--- src/rtl/cic_interpolator.sv ---
`default_nettype none
// ============================================================================
// Module   : cic_interpolator
// Brief    : 3-stage CIC interpolator, R = 2^k (k = 0..4), unity DC gain.
// Revision : 1.0
// ============================================================================
module cic_interpolator #(
    parameter int WIDTH      = 16,
    parameter int BIT_GROWTH = 12
) (
    input  logic                    clk,
    input  logic                    rst_n,
    input  logic                    EN,
    input  logic                    bypass,
    input  logic [2:0]              Interpolation_Factor,
    input  logic signed [WIDTH-1:0] x_n,
    input  logic                    x_valid,
    output logic                    x_ready,
    output logic signed [WIDTH-1:0] y_n,
    output logic                    y_valid
);

    localparam int c_W = WIDTH + BIT_GROWTH;
    localparam logic signed [c_W-1:0] c_YMAX = {{(BIT_GROWTH+1){1'b0}}, {(WIDTH-1){1'b1}}};
    localparam logic signed [c_W-1:0] c_YMIN = {{(BIT_GROWTH+1){1'b1}}, {(WIDTH-1){1'b0}}};

    logic [3:0]            r_phase;
    logic [2:0]            r_k_reg;
    logic signed [c_W-1:0] r_d1, r_d2, r_d3;
    logic signed [c_W-1:0] r_stuff;
    logic                  r_v1;
    logic signed [c_W-1:0] r_i1, r_i2, r_i3;

    logic                  w_phase_zero;
    logic [2:0]            w_k_in;
    logic [2:0]            w_k_eff;
    logic [4:0]            w_r;
    logic                  w_last;
    logic                  w_accept;
    logic                  w_load;
    logic                  w_step;
    logic signed [c_W-1:0] w_xe, w_c1, w_c2, w_c3;
    logic signed [c_W-1:0] w_i1n, w_i2n, w_i3n;
    logic [3:0]            w_sh;
    logic signed [c_W-1:0] w_shifted;
    logic signed [WIDTH-1:0] w_sat;

    assign w_phase_zero = (r_phase == 4'd0);
    assign w_k_in       = (Interpolation_Factor > 3'd4) ? 3'd4 : Interpolation_Factor;

    // A phase-0 step always coincides with a new sample, whose factor governs its burst
    assign w_k_eff = w_phase_zero ? w_k_in : r_k_reg;
    assign w_r     = 5'd1 << w_k_eff;
    assign w_last  = ({1'b0, r_phase} == (w_r - 5'd1));

    assign x_ready  = rst_n & EN & (bypass | w_phase_zero);
    assign w_accept = x_ready & x_valid;
    assign w_load   = w_accept & ~bypass;
    assign w_step   = EN & ~bypass & (~w_phase_zero | x_valid);

    // Comb section, differential delay 1
    assign w_xe = {{BIT_GROWTH{x_n[WIDTH-1]}}, x_n};
    assign w_c1 = w_xe - r_d1;
    assign w_c2 = w_c1 - r_d2;
    assign w_c3 = w_c2 - r_d3;

    // Integrator section; wrap-around is harmless because the comb undoes it
    assign w_i1n = r_i1 + r_stuff;
    assign w_i2n = r_i2 + w_i1n;
    assign w_i3n = r_i3 + w_i2n;

    assign w_sh      = {r_k_reg, 1'b0};
    assign w_shifted = w_i3n >>> w_sh;
    assign w_sat     = (w_shifted > c_YMAX) ? c_YMAX[WIDTH-1:0] :
                       (w_shifted < c_YMIN) ? c_YMIN[WIDTH-1:0] :
                                              w_shifted[WIDTH-1:0];

    always_ff @(posedge clk or negedge rst_n) begin
        if (!rst_n) begin
            r_phase <= '0;
            r_k_reg <= '0;
            r_d1    <= '0;
            r_d2    <= '0;
            r_d3    <= '0;
            r_stuff <= '0;
            r_v1    <= 1'b0;
            r_i1    <= '0;
            r_i2    <= '0;
            r_i3    <= '0;
            y_n     <= '0;
            y_valid <= 1'b0;
        end else if (EN) begin
            if (w_step) begin
                r_phase <= w_last ? 4'd0 : r_phase + 4'd1;
                r_stuff <= w_phase_zero ? w_c3 : '0;
            end
            if (w_load) begin
                r_k_reg <= w_k_in;
                r_d1    <= w_xe;
                r_d2    <= w_c1;
                r_d3    <= w_c2;
            end
            r_v1 <= w_step;
            if (r_v1) begin
                r_i1 <= w_i1n;
                r_i2 <= w_i2n;
                r_i3 <= w_i3n;
            end
            if (bypass) begin
                y_n     <= x_n;
                y_valid <= x_valid;
            end else begin
                y_valid <= r_v1;
                if (r_v1) begin
                    y_n <= w_sat;
                end
            end
        end
    end

endmodule
`default_nettype wire
--- config.mk ---
export PLATFORM = sky130hd
export DESIGN_NAME = cic_interpolator
export DESIGN_NICKNAME = d
export VERILOG_FILES = /design/src/rtl/cic_interpolator.sv
export SDC_FILE = /design/constraint.sdc
export NUM_CORES = 1
export LEC_CHECK = 0
export ABC_AREA = 1
export BUFFER_PORTS_ARGS = -buffer_cell sky130_fd_sc_hd__buf_2
export CAP_MARGIN = 10
export CORE_ASPECT_RATIO = 0.8
export CORE_MARGIN = 2
export CORE_UTILIZATION = 65
export CTS_BUF_LIST = sky130_fd_sc_hd__clkbuf_4 sky130_fd_sc_hd__clkbuf_8
export CTS_CLUSTER_DIAMETER = 200
export DETAILED_ROUTE_END_ITERATION = 7
export PLACE_DENSITY_LB_ADDON = 0.15
export SYNTH_ARGS = -nofsm -noshare
export SYNTH_HDL_FRONTEND = slang
export SYNTH_SLANG_ARGS = --single-unit
--- constraint.sdc ---
create_clock -name clk -period 14.55 [get_ports clk]
set_input_delay 1.455 -clock clk [delete_from_list [all_inputs] [get_ports clk]]
set_output_delay 1.455 -clock clk [all_outputs]
set_load 0.005 [all_outputs]
==> run summary <==
Pins Over Slew Limit = 0
ys async rst share = 100.0%
post-synthesis sequential area ratio = 31.65%
Via density = 5.631
critical path data arrival time = 7.54 ns
Yosys top cell by area = dfrtp_1
pin count of the biggest net entering global routing = 103
setup bufs post-CTS = 0
Max Cap Viol = 0
Worst path max stage delay = 0.46 ns
Least-Margin Pin Slew = 1.098 ns
Clock Skews = 0.02996 ns
cts-stage hold buffer count = 0
status = finished clean
gpl congestion = 0.9306
Primary FF master, synth = dfrtp_1
Ys Warns = 0
#FFs+latches synth = 188
Reg clk slew, reported paths = 0.11 ns
post-route ant nets = 0
Critical Path Sink Type = flip-flop
Residual DRC = 0
CTS Buf Count = 17
syn_nets = 2254
Synth Area in XOR/XNOR = 5.480%
CP most frequent cell = nand2_1
WL final = 38.00 mm
compound-cell area share of the yosys netlist = 16.17%
delay-heaviest family, CP = compound AO/OA/AOI/OAI gates
Initial Util = 66.24%
hpwl dp = 29.47 mm
max_slew headroom = 26.70%
final hold vios = 0
Final min period = 7.138 ns
Post-CTS Resized = 0
Max FO, Critical Path = 15
initial antenna violation count = 0
Period Utilization, post-route = 49.06%
Synth area leaders = dfrtp_1, nand2_1, ha_1
DRT iter0 DRCs = 1172
Initial DRT Pass Iterations = 5
diode count = 0
worst hold path class = flip-flop to flip-flop
mux share of post-synthesis cell area = 0.06735%
Syn Area/Cell = 7.125 um^2
ratio of cells with drive above 1 in the final layout = 7.194%
# fillers = 1991
die area = 24100 um^2
slowest CP cell = ha_1
Root Driver = clkbuf_8
via count = 13620
Final #Nets = 2268
Row Count = 49
Reg2Reg Setup Slack = 7.41 ns
Ports = 42
# port buffers = 41
post-synthesis cell type count = 64
simple-gate share of the synthesized area = 26.00%
Post-Syn Instances = 2086
clock tree from TritonCTS = done
vias in the first global route = 12650
final setup violation count = 0
Post-synth EDFFs = 0
pre-CTS setup slack = 7.510 ns
layout overhead on the synthesized area = 5.539%
Die Wd = 173.1 um
Setup CP Type = flip-flop to flip-flop
Synth Area in Adders = 12.43%
htree depth = 4
DIE HEIGHT = 139.3 um
first-pass GRT wire length = 63.13 mm
total global-route track usage = 32.36%
worst path required time = 14.96 ns
Skew-Pair Late Insertion Delay = 0.52 ns
RSZ-0062 raised after global routing = no
startpoint types = flip-flop
Core ar. = 22440 um^2
GRT overflow = 0
Buf+Inv Stages, Crit Path = 1
TNS Setup = 0 ns
Yosys top cell area share = 31.65%
setup ws final = 7.412 ns
# clock sinks = 188
largest family of logic cells by synthesized area = simple AND/OR/NAND/NOR gates
DR WL/cell = 15.71 um
fmax = 0.1401 GHz
Mapped Area = 14860 um^2
clk buf depth = 2
==> path summary, 6_finish.rpt <==
path	depth (start not counted)	to	startpoint
max	39	y_n[9]$_DFFE_PN0P_	r_stuff[0]$_DFFE_PN0P_
min	2	y_n[3]$_DFFE_PN0P_	y_n[3]$_DFFE_PN0P_
max reg2reg	39	y_n[9]$_DFFE_PN0P_	r_stuff[0]$_DFFE_PN0P_
min reg2reg	2	y_n[3]$_DFFE_PN0P_	y_n[3]$_DFFE_PN0P_
max in group asynchronous	2	r_stuff[27]$_DFFE_PN0P_	rst_n
min in group asynchronous	1	r_stuff[23]$_DFFE_PN0P_	rst_n
==> cells in the mapped netlist (19+ instances only) <==
| master | count |
|---|---|
| nor2_1 | 93 |
| o21ai_0 | 186 |
| nand2_2 | 21 |
| dfrtp_1 | 188 |
| a21oi_1 | 119 |
| xor2_1 | 67 |
| inv_1 | 255 |
| a21o_1 | 19 |
| xnor2_1 | 26 |
| ha_1 | 138 |
| nand2_1 | 656 |
| nand3_1 | 88 |
| clkbuf_1 | 40 |
==> cells by family after synthesis <==
| kind of cell | after synthesis |
|---|---|
| muxes | 1 |
| xor gates and xnor gates | 93 |
| and+or+nand+nor | 923 |
| DFF | 188 |
| AOI/OAI and AO/OA | 422 |
| buffers and inverters | 315 |
| adders and majority gates | 144 |
==> through the flow <==
stage	instance area (um^2)	utilization [%]	instances	hold WS [ns]
floorplan	14860	-	2086	0.4505
global placement	15300	68.18	2387	0.4593
detailed placement	15300	68.18	2387	0.4643
CTS	15690	69.91	2419	0.4951
global route	15690	69.91	2419	0.5150
finish	15690	69.91	2419	0.4912
==> metal layers <==
metal	track usage, %	share of wire, %	up-vias	wire length, um
li1	-	-	6818	-
met1	49.06	50	6351	18870
met2	47.41	42	408	15900
met3	6.202	7.0	45	2645
met4	8.385	1.5	0	584
met5	0	0	-	0
==> worst min-delay path, cell delays in order, from the launching register on <==
cell	delay, ns
dfrtp_1	0.36
nand2_1	0.05
nand2_1	0.05
==> layout by cell type, fill, tap and decap left out, types with 6 or more instances in the layout <==
cell      synthesis  final
a21boi_1          6      6
a21o_1           19     19
a21oi_1         119    119
a31oi_1          14     14
buf_2             4     40
buf_4             0      7
clkbuf_8          1     19
dfrtp_1         188    188
fa_1              6      6
ha_1            138    138
inv_1           255    254
inv_2             6      7
nand2_1         656    655
nand2_2          21     21
nand3_1          88     88
nand4_1          13     13
nor2_1           93     92
nor3_1           14     14
o211ai_1          7      7
o21ai_0         186    186
o21ai_1          17     16
o21ai_2           6      7
o21bai_1         12     12
o31ai_1           8      8
xnor2_1          26     26
xor2_1           67     67
==> layout make-up <==
cell class	instances	area (um^2)	area share, %
clock buffer	18	247.7	1.579
tap	306	382.9	2.441
inverter	262	985.9	6.285
sequential	188	4705	29.99
clock inverter	14	140.1	0.8934
timing repair buffer	48	266.5	1.699
multi-input combinational	1583	8959	57.11
Power is left out: the tool's default activity adds up to more than one toggle a clock period on the data nets, which glitch-free logic cannot reach.
